File: src/rtl/config_reg_bank_if.sv
// Shared widths and host-side config buses
// for the configuration register bank.
package libstf;
  parameter int AXI_ADDR_BITS  = 32;
  parameter int AXIL_DATA_BITS = 64;
endpackage

interface write_config_i;
  import libstf::*;
  logic [AXI_ADDR_BITS-1:0]  addr;
  logic [AXIL_DATA_BITS-1:0] data;
  logic                      valid;

  modport m (output addr, data, valid);
  modport s (input  addr, data, valid);
endinterface

interface read_config_i;
  import libstf::*;
  logic [AXI_ADDR_BITS-1:0]  read_addr;
  logic                      read_valid;
  logic                      read_ready;
  logic [AXIL_DATA_BITS-1:0] resp_data;
  logic                      resp_error;
  logic                      resp_valid;
  logic                      resp_ready;

  modport m (
    output read_addr, read_valid, resp_ready,
    input  read_ready, resp_data, resp_error, resp_valid
  );
  modport s (
    input  read_addr, read_valid, resp_ready,
    output read_ready, resp_data, resp_error, resp_valid
  );
endinterface

File: src/rtl/config_reg_bank.sv
// Config register bank: decoded host writes feed
// per-channel FIFOs, with shadow read-back and overflow.
module config_reg_bank
  import libstf::*;
#(
  parameter int NUM_REGS   = 4,
  parameter logic [AXI_ADDR_BITS-1:0] BASE_ADDR = '0,
  parameter int FIFO_DEPTH = 4
) (
  input  logic clk,
  input  logic rst_n,
  write_config_i.s wr,
  read_config_i.s  rd,
  output logic [NUM_REGS-1:0][AXIL_DATA_BITS-1:0] cfg_data,
  output logic [NUM_REGS-1:0] cfg_valid,
  input  logic [NUM_REGS-1:0] cfg_ready
);

  localparam int AW = AXI_ADDR_BITS;
  localparam int DW = AXIL_DATA_BITS;
  localparam int IW = (NUM_REGS > 1) ? $clog2(NUM_REGS) : 1;
  localparam int PW = $clog2(FIFO_DEPTH);
  localparam logic [AW-1:0] STAT = AW'(8 * NUM_REGS);
  localparam logic [AW-4:0] NREG = (AW-3)'(NUM_REGS);

  logic [AW-1:0] wr_off;
  logic [AW-1:0] rd_off;
  logic          wr_ok;
  logic [IW-1:0] wr_idx;
  logic [IW-1:0] rd_idx;
  logic          rd_acc;
  logic          rd_hit;
  logic          rd_stat;

  logic [DW-1:0] mem [NUM_REGS][FIFO_DEPTH];
  logic [PW:0]   wptr [NUM_REGS];
  logic [PW:0]   rptr [NUM_REGS];

  logic [NUM_REGS-1:0] hit;
  logic [NUM_REGS-1:0] full;
  logic [NUM_REGS-1:0] pop;
  logic [NUM_REGS-1:0] push;
  logic [NUM_REGS-1:0] ovf_set;
  logic [NUM_REGS-1:0] ovf;

  logic [NUM_REGS-1:0][DW-1:0] shadow;

  logic          resp_valid;
  logic [DW-1:0] resp_data;
  logic          resp_error;

  assign wr_off = wr.addr - BASE_ADDR;
  assign wr_ok  = wr.valid && (wr_off[2:0] == 3'd0)
               && (wr_off[AW-1:3] < NREG);
  assign wr_idx = wr_off[3 +: IW];

  assign rd_off  = rd.read_addr - BASE_ADDR;
  assign rd_hit  = (rd_off[2:0] == 3'd0)
                && (rd_off[AW-1:3] < NREG);
  assign rd_stat = (rd_off == STAT);
  assign rd_idx  = rd_off[3 +: IW];
  assign rd_acc  = rd.read_valid && !resp_valid;

  assign rd.read_ready = !resp_valid;
  assign rd.resp_valid = resp_valid;
  assign rd.resp_data  = resp_data;
  assign rd.resp_error = resp_error;

  // Per-channel hit decode, FIFO status and push/pop qualification
  always_comb begin
    for (int i = 0; i < NUM_REGS; i++) begin
      hit[i]  = wr_ok && (wr_idx == IW'(i));
      full[i] = (wptr[i][PW] != rptr[i][PW])
             && (wptr[i][PW-1:0] == rptr[i][PW-1:0]);
      cfg_valid[i] = (wptr[i] != rptr[i]);
      cfg_data[i]  = mem[i][rptr[i][PW-1:0]];
      pop[i]  = (wptr[i] != rptr[i]) && cfg_ready[i];
      push[i] = hit[i] && (!full[i] || pop[i]);
      ovf_set[i] = hit[i] && full[i] && !pop[i];
    end
  end

  // FIFO storage; contents are don't-care until a push lands
  always_ff @(posedge clk) begin
    for (int i = 0; i < NUM_REGS; i++) begin
      if (push[i]) begin
        mem[i][wptr[i][PW-1:0]] <= wr.data;
      end
    end
  end

  // FIFO pointers; extra MSB separates full from empty
  always_ff @(posedge clk or negedge rst_n) begin
    if (!rst_n) begin
      for (int i = 0; i < NUM_REGS; i++) begin
        wptr[i] <= '0;
        rptr[i] <= '0;
      end
    end else begin
      for (int i = 0; i < NUM_REGS; i++) begin
        if (push[i]) wptr[i] <= wptr[i] + (PW+1)'(1);
        if (pop[i])  rptr[i] <= rptr[i] + (PW+1)'(1);
      end
    end
  end

  // Shadow copy and sticky overflow; a new overflow beats a status clear
  always_ff @(posedge clk or negedge rst_n) begin
    if (!rst_n) begin
      shadow <= '0;
      ovf    <= '0;
    end else begin
      for (int i = 0; i < NUM_REGS; i++) begin
        if (hit[i]) shadow[i] <= wr.data;
      end
      ovf <= ((rd_acc && rd_stat) ? '0 : ovf) | ovf_set;
    end
  end

  // Single-outstanding read response, held until handshake
  always_ff @(posedge clk or negedge rst_n) begin
    if (!rst_n) begin
      resp_valid <= 1'b0;
      resp_data  <= '0;
      resp_error <= 1'b0;
    end else if (rd_acc) begin
      resp_valid <= 1'b1;
      unique case (1'b1)
        rd_hit: begin
          resp_data  <= shadow[rd_idx];
          resp_error <= 1'b0;
        end
        rd_stat: begin
          resp_data  <= DW'(ovf);
          resp_error <= 1'b0;
        end
        default: begin
          resp_data  <= '0;
          resp_error <= 1'b1;
        end
      endcase
    end else if (resp_valid && rd.resp_ready) begin
      resp_valid <= 1'b0;
    end
  end

endmodule
File: src/flat_wrapper.sv
// flat-port wrapper written by rule: the top's interface ports become plain ports
module config_reg_bank_flat import libstf::*;
#(
  parameter int NUM_REGS   = 4,
  parameter logic [AXI_ADDR_BITS-1:0] BASE_ADDR = '0,
  parameter int FIFO_DEPTH = 4
)
  (clk, rst_n, cfg_data, cfg_valid, cfg_ready, wr_addr, wr_data, wr_valid, rd_read_addr, rd_read_valid, rd_resp_ready, rd_read_ready, rd_resp_data, rd_resp_error, rd_resp_valid);
  write_config_i wr_i ();
  read_config_i rd_i ();
  input  logic clk;
  input  logic rst_n;
  output logic [NUM_REGS-1:0][AXIL_DATA_BITS-1:0] cfg_data;
  output logic [NUM_REGS-1:0] cfg_valid;
  input  logic [NUM_REGS-1:0] cfg_ready;
  input wire logic [$bits(wr_i.addr)-1:0] wr_addr;
  input wire logic [$bits(wr_i.data)-1:0] wr_data;
  input wire logic [$bits(wr_i.valid)-1:0] wr_valid;
  input wire logic [$bits(rd_i.read_addr)-1:0] rd_read_addr;
  input wire logic [$bits(rd_i.read_valid)-1:0] rd_read_valid;
  input wire logic [$bits(rd_i.resp_ready)-1:0] rd_resp_ready;
  output wire logic [$bits(rd_i.read_ready)-1:0] rd_read_ready;
  output wire logic [$bits(rd_i.resp_data)-1:0] rd_resp_data;
  output wire logic [$bits(rd_i.resp_error)-1:0] rd_resp_error;
  output wire logic [$bits(rd_i.resp_valid)-1:0] rd_resp_valid;
  assign wr_i.addr = wr_addr;
  assign wr_i.data = wr_data;
  assign wr_i.valid = wr_valid;
  assign rd_i.read_addr = rd_read_addr;
  assign rd_i.read_valid = rd_read_valid;
  assign rd_i.resp_ready = rd_resp_ready;
  assign rd_read_ready = rd_i.read_ready;
  assign rd_resp_data = rd_i.resp_data;
  assign rd_resp_error = rd_i.resp_error;
  assign rd_resp_valid = rd_i.resp_valid;
  config_reg_bank #(.NUM_REGS(NUM_REGS), .BASE_ADDR(BASE_ADDR), .FIFO_DEPTH(FIFO_DEPTH)) u_core (.clk(clk), .rst_n(rst_n), .wr(wr_i), .rd(rd_i), .cfg_data(cfg_data), .cfg_valid(cfg_valid), .cfg_ready(cfg_ready));
endmodule
File: config.mk
export PLATFORM = sky130hd
export DESIGN_NAME = config_reg_bank_flat
export DESIGN_NICKNAME = d
export VERILOG_FILES = /design/src/rtl/config_reg_bank_if.sv /design/src/rtl/config_reg_bank.sv /design/src/flat_wrapper.sv
export SDC_FILE = /design/constraint.sdc
export NUM_CORES = 1
export LEC_CHECK = 0
export BUFFER_PORTS_ARGS = -buffer_cell sky130_fd_sc_hd__buf_4
export CAP_MARGIN = 25
export CORE_ASPECT_RATIO = 1.4
export CORE_MARGIN = 4
export CORE_UTILIZATION = 50
export CTS_CLUSTER_SIZE = 30
export DETAILED_ROUTE_END_ITERATION = 10
export GPL_TIMING_DRIVEN = 0
export PLACE_DENSITY = 0.68
export SLEW_MARGIN = 20
export SYNTH_ARGS = -nofsm -noshare
export SYNTH_HDL_FRONTEND = slang
export SYNTH_SLANG_ARGS = --single-unit
File: constraint.sdc
create_clock -name clk -period 16.7 [get_ports clk]
set_input_delay 4.175 -clock clk [delete_from_list [all_inputs] [get_ports clk]]
set_output_delay 4.175 -clock clk [all_outputs]
set_load 0.02 [all_outputs]
==> Word-level counts from Yosys, hierarchy flattened <==
Memory sizes are Yosys's and may differ from the RTL's.
Cells that the tools add are included.
{ "op_classes": {"addsub": 8, "magnitude_cmp": 15, "n_eq_ne": 16, "n_mux": 44, "bitwise_logic": 9, "n_reduce_logical": 55} }
{ "ops": {"columns": ["op", "count"], "rows": [
  ["$mux W256", 10],
  ["$mux W64", 13],
  ["$reduce_or A256 Y1", 3],
  ["$bmux W64 S2", 5],
  ["$demux W64 S2", 4],
  ["$pmux W64 S2", 1],
  ["$lt A29 B3 Y1 const B", 2],
  ["$logic_and A1 B1 Y1", 34],
  ["$eq A32 B6 Y1 const B", 1],
  ["$add A3 B1 Y3 const B", 8],
  ["$ge A3 B3 Y1 const B", 8],
  ["$not A2 Y3", 8],
  ["$lt A3 B1 Y1 const B", 4],
  ["$ne A3 B3 Y1", 4],
  ["$logic_not A1 Y1", 9],
  ["$eq A2 B2 Y1", 4],
  ["$mux W1", 7],
  ["$logic_not A3 Y1", 2],
  ["$mux W2", 3],
  ["$eq A2 B2 Y1 const B", 2],
  ["$logic_or A1 B1 Y1", 4],
  ["$mux W4", 1],
  ["$ne A1 B1 Y1", 4],
  ["$or A4 B4 Y4", 1],
  ["5 further kinds", 5]
]} }
{ "word_totals": {"register_bits": 350, "ram_bits": 1024, "input_bits": 137, "output_inout_bits": 327, "word_cells": 164, "memories": 1} }
{ "mem_list": {"columns": ["name", "depth", "word_bits", "read_ports", "rd_clocked_by_memory_dff", "wr", "line_no", "rtl"], "rows": [
  ["u_core.mem", 4, 256, 4, 0, 1, "config_reg_bank.sv:35", "logic [DW-1:0] mem [NUM_REGS][FIFO_DEPTH];"]
]} }

==> Longest topological paths before layout <==
Gate-level depths: netlist (run 1).
{ "logic_depth": {"ltp_word": 11, "ltp_mapped": 7, "depth_no_buf": 4} }

==> Worst setup path after synthesis (run 1) <==
No wires, ideal clock.
{ "synth_timing": {"kind": "in2reg", "from": "input port wr_addr[30]", "to": "memory u_core.mem[0][0] (netlist name) (enable)", "setup_time_ns": 0.649, "arrival_ns": 11.084, "required_ns": 16.051, "setup_slack_ns": 4.966, "cell_stages": 4, "path_buffers": 1, "cell_sequence": "nor4b_1 > nand4_1 > buf_4 > nor4_1"} }
{ "synth_via": {"elab_chain_len": 10, "word_cells_on_any_way": 27, "classes_between": "order compare: 1; mux: 14; reduce/logical: 12"} }
{ "synth_lines": {"columns": ["element", "line_no", "rtl"], "rows": [
  ["start, declared", "flat_wrapper.sv:16", "input wire logic [$bits(wr_i.addr)-1:0] wr_addr;"],
  ["$lt A29 B3 Y1 *", "config_reg_bank.sv:54", "&& (wr_off[AW-1:3] < NREG);"],
  ["$logic_and A1 B1 Y1 *", "config_reg_bank.sv:54", null],
  ["$logic_and A1 B1 Y1", "config_reg_bank.sv:72", "hit[i] = wr_ok && (wr_idx == IW'(i));"],
  ["$logic_and A1 B1 Y1", "config_reg_bank.sv:78", "push[i] = hit[i] && (!full[i] || pop[i]);"],
  ["$mux W1", "config_reg_bank.sv:86", "if (push[i]) begin"],
  ["$mux W256 (implied by the code)", "config_reg_bank.sv:87", "mem[i][wptr[i][PW-1:0]] <= wr.data;"],
  ["$reduce_or A256 Y1 (no source line)", null, null],
  ["$mux W2 (no source line) or $mux W256 (tied branches) (3 in a row)", null, null],
  ["end, declared", "config_reg_bank.sv:35", null]
]} }
Every way passes the cells marked *; elsewhere a longest branch is shown, timed or not.

==> results of run 1 <==
-- synth_stat cells, types with 17 or more instances --
cell type,instances
buf_2,33
mux4_2,320
mux2_2,166
dfrtp_1,350
edfxtp_1,1024
ha_1,20
mux2_1,98
clkbuf_1,34
a22o_1,64
and2_1,17
buf_1,24
nor4_1,23
-- worst max-delay path, cell delays in order (launching register included) --
cell and delay, ns:
dfrtp_1 0.54, buf_2 0.64, clkbuf_1 0.70, mux4_2 0.47
buf_4 0.19
-- routing by layer --
| metal | share of wire (%) | global-route usage (%) |
|---|---|---|
| met1 | 39 | 31.53 |
| met2 | 52 | 41.13 |
| met3 | 6.5 | 4.544 |
| met4 | 2.7 | 7.513 |
| met5 | 0 | 0 |
-- metrics by stage --
step	utilization, %	cell area, um^2
4_1_cts	60.31	62090
3_5_place_dp	56.28	57950
3_3_place_gp	55.47	57110
2_1_floorplan	-	51970
6_report	60.34	62130
5_1_grt	60.33	62120
-- power breakdown --
| group | internal (W) | switching (W) | leakage [nW] |
|---|---|---|---|
| registers | 0.00369 | 0.0000236 | 14.0 |
| logic | 0.00103 | 0.00131 | 7.41 |
| clock network | 0.00165 | 0.00123 | 2.04 |
| total | 0.00637 | 0.00256 | 23.5 |
-- kinds of logic (layout without fill, tap and decap cells) --
group	count (synthesis)	count (layout)
xor+xnor	28	28
mux	584	584
compound gates	74	74
other cells	0	4
fa+ha+maj	20	20
buf+inv	130	896
flops	1374	1374
simple gates	73	73
-- layout make-up --
| cell class | instances | share of cell area [%] |
|---|---|---|
| Buffer | 114 | 0.9727 |
| Timing Repair Buffer | 536 | 6.847 |
| Sequential cell | 1374 | 63.59 |
| Inverter | 16 | 0.09667 |
| Antenna cell | 4 | 0.01611 |
| Clock inverter | 67 | 1.226 |
| Multi-Input combinational cell | 779 | 19.10 |
| Tap cell | 1339 | 2.697 |
| Clock buffer | 163 | 5.452 |
-- flip-flops by register name, indices dropped and copies added (netlist names) --
name / count
u_core.ovf: 4
u_core.rd.resp_valid: 1
u_core.rptr: 12
u_core.rd.resp_error: 1
u_core.rd.resp_data: 64
u_core.wptr: 12
u_core.shadow: 256
u_core.mem: 1024
-- path summary, 6_finish.rpt --
check | startpoint | cells past startpoint | to
min | u_core.shadow[129]$_DFFE_PN0P_ | 1 | u_core.shadow[129]$_DFFE_PN0P_
max | u_core.rptr[4]$_DFFE_PN0P_ | 4 | cfg_data[190]
max in group asynchronous | rst_n | 3 | u_core.rd.resp_data[52]$_DFFE_PN0P_
min in group asynchronous | rst_n | 1 | u_core.shadow[9]$_DFFE_PN0P_
min reg2reg | u_core.shadow[129]$_DFFE_PN0P_ | 1 | u_core.shadow[129]$_DFFE_PN0P_
max reg2reg | u_core.rptr[4]$_DFFE_PN0P_ | 9 | u_core.mem[2][15]$_DFFE_PP_
==> reports/summary.txt, run 1 <==
Largest net degree at the start of global routing: 97
Pwr Total: 0.008930 W
Slew Limit Fails: 0
RSZ-0062 raised after global routing: no
Residual DRC: 0
GRT Overall Usage: 24.02%
Via/cell ratio: 5.844
Worst Path Arrival: 3.26 ns
VDD IR-drop max: 0.09998 mV
Filler cell count: 7,333
Max-cap violations: 0
Synthesized area: 51,970 um^2
Compound-Gate Fraction of Synth Area: 1.247%
Clk_lat worst skew: 0.73 ns
Post-CTS Setup Bufs: 0
Startpoint types: flop
Final HPWL DP: 86,120 um
Gr ovfl total: 0
Rel. slew slack: 32.97%
Antenna violations before repair: 2
Most common cell after layout, fill and taps aside: edfxtp_1
Yosys warns: 0
HP Class: reg2reg
Cells after Synth: 2,283
First-pass GRT wire length: 190,400 um
Pre-CTS WS: 8.734 ns
# hold bufs at CTS: 0
WS Path Type: reg2out
Final worst slack: 9.269 ns
Crit end category: output pin
Measured slew at the worst slew-check pin: 1.005 ns
Port Buffer Count: 462
Net Count, Synth: 2,440
RePlAce Congestion: 0.7684
Most frequent cells in the layout: edfxtp_1 (1,024), buf_4 (490), dfrtp_1 (350)
Status: complete, no violations
Xor-xnor portion of the synthesized cell area: 0.4719%
Pwr/cell area: 143.7 nW/um^2
Layout area overhead: 19.55%
CTS Buffer Depth: 3
Top post-synthesis cells by area: edfxtp_1 (59%), dfrtp_1 (17%), mux4_2 (14%)
Crit-path max FO: 10
Skew final: 0.02967 ns
Count of cell types in the netlist: 35
Inst Count DP: 4,156
Pre-antenna DRT Iters: 5
Routed Antenna Nets: 0
# IOs: 464
Vias: 25.67k
Async SR Flop Fraction: 25.47%
Num CTS Buffers: 121
Die H: 389.5 um
Die area: 109,200 um^2
CTS tree: yes
Core Region: 103,000 um^2
WP data required: 12.52 ns
Setup Total Neg Slack: 0 ns
Leading area contributor after synthesis: edfxtp_1
Final setup fails: 0
Main synth FF type: edfxtp_1
Number of global-route vias before repair: 28.13k
Routed wire length: 129,900 um
NumNets Final: 3,099
Seq/Total Area, Yosys: 76.02%
FP Rows: 139
Fraction of layout cells with a size suffix above 1: 42.70%
Die Wd: 280.5 um
FF-to-FF setup slack: 13.30 ns
Initial Utilization: 50.47%
Post-synthesis mux area share: 19.59%
Area taken by flip-flops and latches: 39,510 um^2
WHS: 0.4807 ns
Drt first-iter violations: 2,052
Tcrit/Tclk final: 44.49%
P_leak: 23.48 nW
Synthesized flop and latch total: 1,374
Avg WL per Cell: 29.57 um
Synth Area in Adders: 0.4815%
Number of synthesized flops with an enable pin: 1,024
Fmax: 134.6 MHz
H-tree lvl count: 3
CTS Root Cell: clkbuf_16
Post-Synth Simple-Gate Area: 0.9294%
Final min period: 7.431 ns
Final Hold Fails: 0
Non-Filler Instances: 4,392
Avg Cell Area, Syn: 22.76 um^2
Num Clock Sinks: 1,374
Area occupied by multi-input gates: 11,870 um^2
Post-synth top area share: 59.17%
Largest family of logic cells by synthesized area: multiplexers
Post-cts resize count: 0
Clk slew on worst S/H paths: 0.06 ns
Note: power is estimated with default switching activity, not from simulation.
==> run 2: changes to the inputs <==
--- a/config.mk
+++ b/config.mk
@@ -5,6 +5,7 @@
 export SDC_FILE = /design/constraint.sdc
 export NUM_CORES = 1
 export LEC_CHECK = 0
+export ABC_AREA = 1
 export BUFFER_PORTS_ARGS = -buffer_cell sky130_fd_sc_hd__buf_4
 export CAP_MARGIN = 25
 export CORE_ASPECT_RATIO = 1.4
==> constraint.sdc (replaced) <==
create_clock -name clk -period 7.12 [get_ports clk]
set_input_delay 1.78 -clock clk [delete_from_list [all_inputs] [get_ports clk]]
set_output_delay 1.78 -clock clk [all_outputs]
set_load 0.02 [all_outputs]
==> run 2 against run 1 <==
- utilization shrank 0.060 points
- clock skew fell by 0.0024 ns
- sequential share of layout area shrank 2.3 points
- global-route usage grew 3.8 points
- register-to-register slack got worse by 10 ns
- synthesized cell count is 89% higher
- total power rose to 2.6 times the previous value
- sequential cell count unchanged
- sequential power grew 140%
- die area grew 3.6%
- critical endpoint is now cfg_data[51]
- count of clock-buffer cells in the layout is 11 lower
- non-clock buffer count rose by 147
==> reports/summary.txt, run 2 <==
RePlAce Congestion: 0.8658 (was 0.7684)
GRT Overall Usage: 27.84% (was 24.02%)
Area occupied by multi-input gates: 12,430 um^2 (was 11,870 um^2)
Worst path top cell family by delay: buffers and inverters (unchanged)
Pre-antenna DRT Iters: 6 (was 5)
Fraction of layout cells with a size suffix above 1: 17.66% (was 42.70%)
Tcrit/Tclk final: 84.52%
Num CTS Buffers: 121 (unchanged)
Final HPWL DP: 113,400 um (was 86,120 um)
Die area: 113,200 um^2 (was 109,200 um^2)
Status: complete, no violations (unchanged)
Number of global-route vias before repair: 36.74k (was 28.13k)
Pwr/cell area: 363.4 nW/um^2 (was 143.7 nW/um^2)
Gr ovfl total: 0 (unchanged)
Rel. slew slack: 25.66% (was 32.97%)
Final Hold Fails: 0 (unchanged)
VDD IR-drop max: 0.2399 mV (was 0.09998 mV)
Largest net degree at the start of global routing: 96 (was 97)
CTS Buffer Depth: 3 (unchanged)
Avg WL per Cell: 24.65 um (was 29.57 um)
CTS Root Cell: clkbuf_16 (unchanged)
Filler cell count: 8,498 (was 7,333)
GR Util met3: 4.739% (was 4.544%)
Vias: 37.23k (was 25.67k)
Cells after Synth: 4,326 (was 2,283)
Startpoint types: flop (unchanged)
Post-CTS Setup Bufs: 0 (unchanged)
Post-synth top area share: 57.07% (was 59.17%)
Die H: 396.4 um (was 389.5 um)
Most used routing layer: met2 (unchanged)
Clk_lat worst skew: 0.73 ns (about the same)
Num Clock Sinks: 1,374 (unchanged)
Core Region: 107,000 um^2 (was 103,000 um^2)
Layout area overhead: 19.67% (was 19.55%)
Max-cap violations: 0 (unchanged)
Antenna violations before repair: 2 (unchanged)
Area taken by flip-flops and latches: 39,510 um^2 (unchanged)
# IOs: 464 (unchanged)
Main synth FF type: edfxtp_1 (unchanged)
Placement Cell Area: 60,470 um^2 (was 57,950 um^2)
Synthesized flop and latch total: 1,374 (unchanged)
HP Class: reg2reg (unchanged)
Crit-path max FO: 10 (unchanged)
Number of synthesized flops with an enable pin: 1,024 (unchanged)
Port Buffer Count: 462 (unchanged)
Final setup fails: 0 (unchanged)
H-tree lvl count: 3 (unchanged)
Cell area after layout: 64,480 um^2 (was 62,130 um^2)
RSZ-0062 raised after global routing: no (unchanged)
Top-count cell post-synth: edfxtp_1 (unchanged)
Worst Path Arrival: 4.24 ns (was 3.26 ns)
Post-synth top cells: edfxtp_1 (1,024), nor2_1 (770), o21ai_0 (611) (was edfxtp_1 (1,024), dfrtp_1 (350), mux4_2 (320))
First-pass GRT wire length: 234,500 um (was 190,400 um)
Non-Filler Instances: 6,510 (was 4,392)
Slowest stage cell, crit path: dfrtp_1 (was clkbuf_1)
Seq/Total Area, Yosys: 73.33% (was 76.02%)
Count of cell types in the netlist: 31 (was 35)
WP data required: 5.34 ns (was 12.52 ns)
FP Rows: 142 (was 139)
Max reg flops: 1,024 (unchanged)
Most used cell, CP: clkbuf_1
Net Count, Synth: 4,483 (was 2,440)
Async SR Flop Fraction: 25.47% (unchanged)
Synthesized area: 53,880 um^2 (was 51,970 um^2)
Final min period: 6.018 ns
Avg Cell Area, Syn: 12.46 um^2 (was 22.76 um^2)
NumNets Final: 5,122 (was 3,099)
# hold bufs at CTS: 0 (unchanged)
Leading area contributor after synthesis: edfxtp_1 (unchanged)
Met1 Use GR: 36.20% (was 31.53%)
Initial Utilization: 50.38% (was 50.47%)
Yosys warns: 0 (unchanged)
Measured slew at the worst slew-check pin: 1.115 ns (was 1.005 ns)
Die Wd: 285.4 um (was 280.5 um)
Clk slew on worst S/H paths: 0.07 ns (was 0.06 ns)
P_leak: 24.37 nW (was 23.48 nW)
Inst Count DP: 6,282 (was 4,156)
Final worst slack: 1.103 ns (was 9.269 ns)
Slew Limit Fails: 0 (unchanged)
Grt met2 use: 45.76% (was 41.13%)
Crit end category: output pin (unchanged)
WS Path Type: reg2out (unchanged)
Crit-path cells: buf_2 > clkbuf_1 > clkbuf_1 > nor2_1 > o22ai_1 > buf_4 (was buf_2 > clkbuf_1 > mux4_2 > buf_4)
Slowest cell delay on critical path: 0.91 ns (was 0.70 ns)
Pre-CTS WS: 1.925 ns (was 8.734 ns)
Most common cell after layout, fill and taps aside: edfxtp_1 (unchanged)
Post-cts resize count: 0 (unchanged)
Drt first-iter violations: 4,076 (was 2,052)
CP Buf/Inv Count: 4 (was 3)
Setup Total Neg Slack: 0 ns (unchanged)
CTS tree: yes (unchanged)
Most frequent cells in the layout: edfxtp_1 (1,024), nor2_1 (754), o21ai_0 (611) (was edfxtp_1 (1,024), buf_4 (490), dfrtp_1 (350))
Routed wire length: 160,500 um (was 129,900 um)
Top post-synthesis cells by area: edfxtp_1 (57%), dfrtp_1 (16%), o21ai_0 (5.7%) (was edfxtp_1 (59%), dfrtp_1 (17%), mux4_2 (14%))
Via/cell ratio: 5.719 (was 5.844)
Fmax: 166.2 MHz
Residual DRC: 0 (unchanged)
Skew final: 0.02726 ns (was 0.02967 ns)
Routed Antenna Nets: 0 (unchanged)
run 2: changes by cell type after synthesis, sizes merged, moves of 64 or more:
cell	delta
o22ai	+256
o21ai	+845
clkbuf	+160
mux4	-320
mux2	-264
inv	+112
nor2	+773
a22o	-64
nand2	+505
run 2: final timing paths:
check / end / slack (ns) / start / depth (start not counted)
setup / recovery: cfg_data[51] / 1.10 / u_core.rptr[9]$_DFFE_PN0P_ / 6
hold / removal: u_core.shadow[150]$_DFFE_PN0P_ / 0.48 / u_core.shadow[150]$_DFFE_PN0P_ / 2
setup reg to reg: u_core.mem[3][27]$_DFFE_PP_ / 3.23 / u_core.rptr[0]$_DFFE_PN0P_ / 9
hold reg to reg: u_core.shadow[150]$_DFFE_PN0P_ / 0.48 / u_core.shadow[150]$_DFFE_PN0P_ / 2
max in group asynchronous: u_core.rd.resp_data[1]$_DFFE_PN0P_ / 4.93 / rst_n / 3
min in group asynchronous: u_core.shadow[24]$_DFFE_PN0P_ / 0.93 / rst_n / 1
run 2: worst min-delay path, cell delays in order (launching register included):
cell,delay [ns]
dfrtp_1,0.34
nand2_1,0.06
o21ai_2,0.05
run 2: area by class of cell:
cell class | count | area share (%)
well taps | 1440 | 2.794
inverters | 128 | 0.7452
repair buffers | 516 | 7.238
clock buffers | 152 | 5.071
multi-input cells | 2543 | 19.28
diodes | 3 | 0.01164
plain buffers | 281 | 2.453
flip-flops and latches | 1374 | 61.27
clock inverters | 73 | 1.133
run 2: cells by family (layout without fill, tap and decap cells):
group,count (synthesis),count (layout),share of synthesized area (%)
AOI/OAI and AO/OA,1166,1166,12.41
DFF,1374,1374,73.33
buffers and inverters,409,1150,3.827
other,0,3,0
xor gates and xnor gates,24,24,0.3901
and+or+nand+nor,1333,1333,9.586
adders and majority gates,20,20,0.4644
run 2: stage by stage:
step,hold WS [ns],util [%],total power (W)
finish,0.4775,60.28,0.02343
floorplan,0.4478,-,0.01288
detailed placement,0.4625,56.54,0.01693
global placement,0.4598,55.30,0.01683
CTS,0.4800,60.28,0.02351
global route,0.4958,60.28,0.02429
run 2: routing by layer:
metal | wire length (um) | vias up
met4 | 8310 | 0
met1 | 61030 | 18509
met5 | 0 | -
li1 | - | 16716
met3 | 13520 | 314
met2 | 77640 | 1690
run 2: power by group:
| group | switching [W] | internal (W) | leakage, nW | total [W] |
|---|---|---|---|---|
| clock network | 0.00291 | 0.00372 | 1.97 | 0.00664 |
| logic | 0.00561 | 0.00243 | 8.35 | 0.00804 |
| registers | 0.000105 | 0.00865 | 14.1 | 0.00875 |
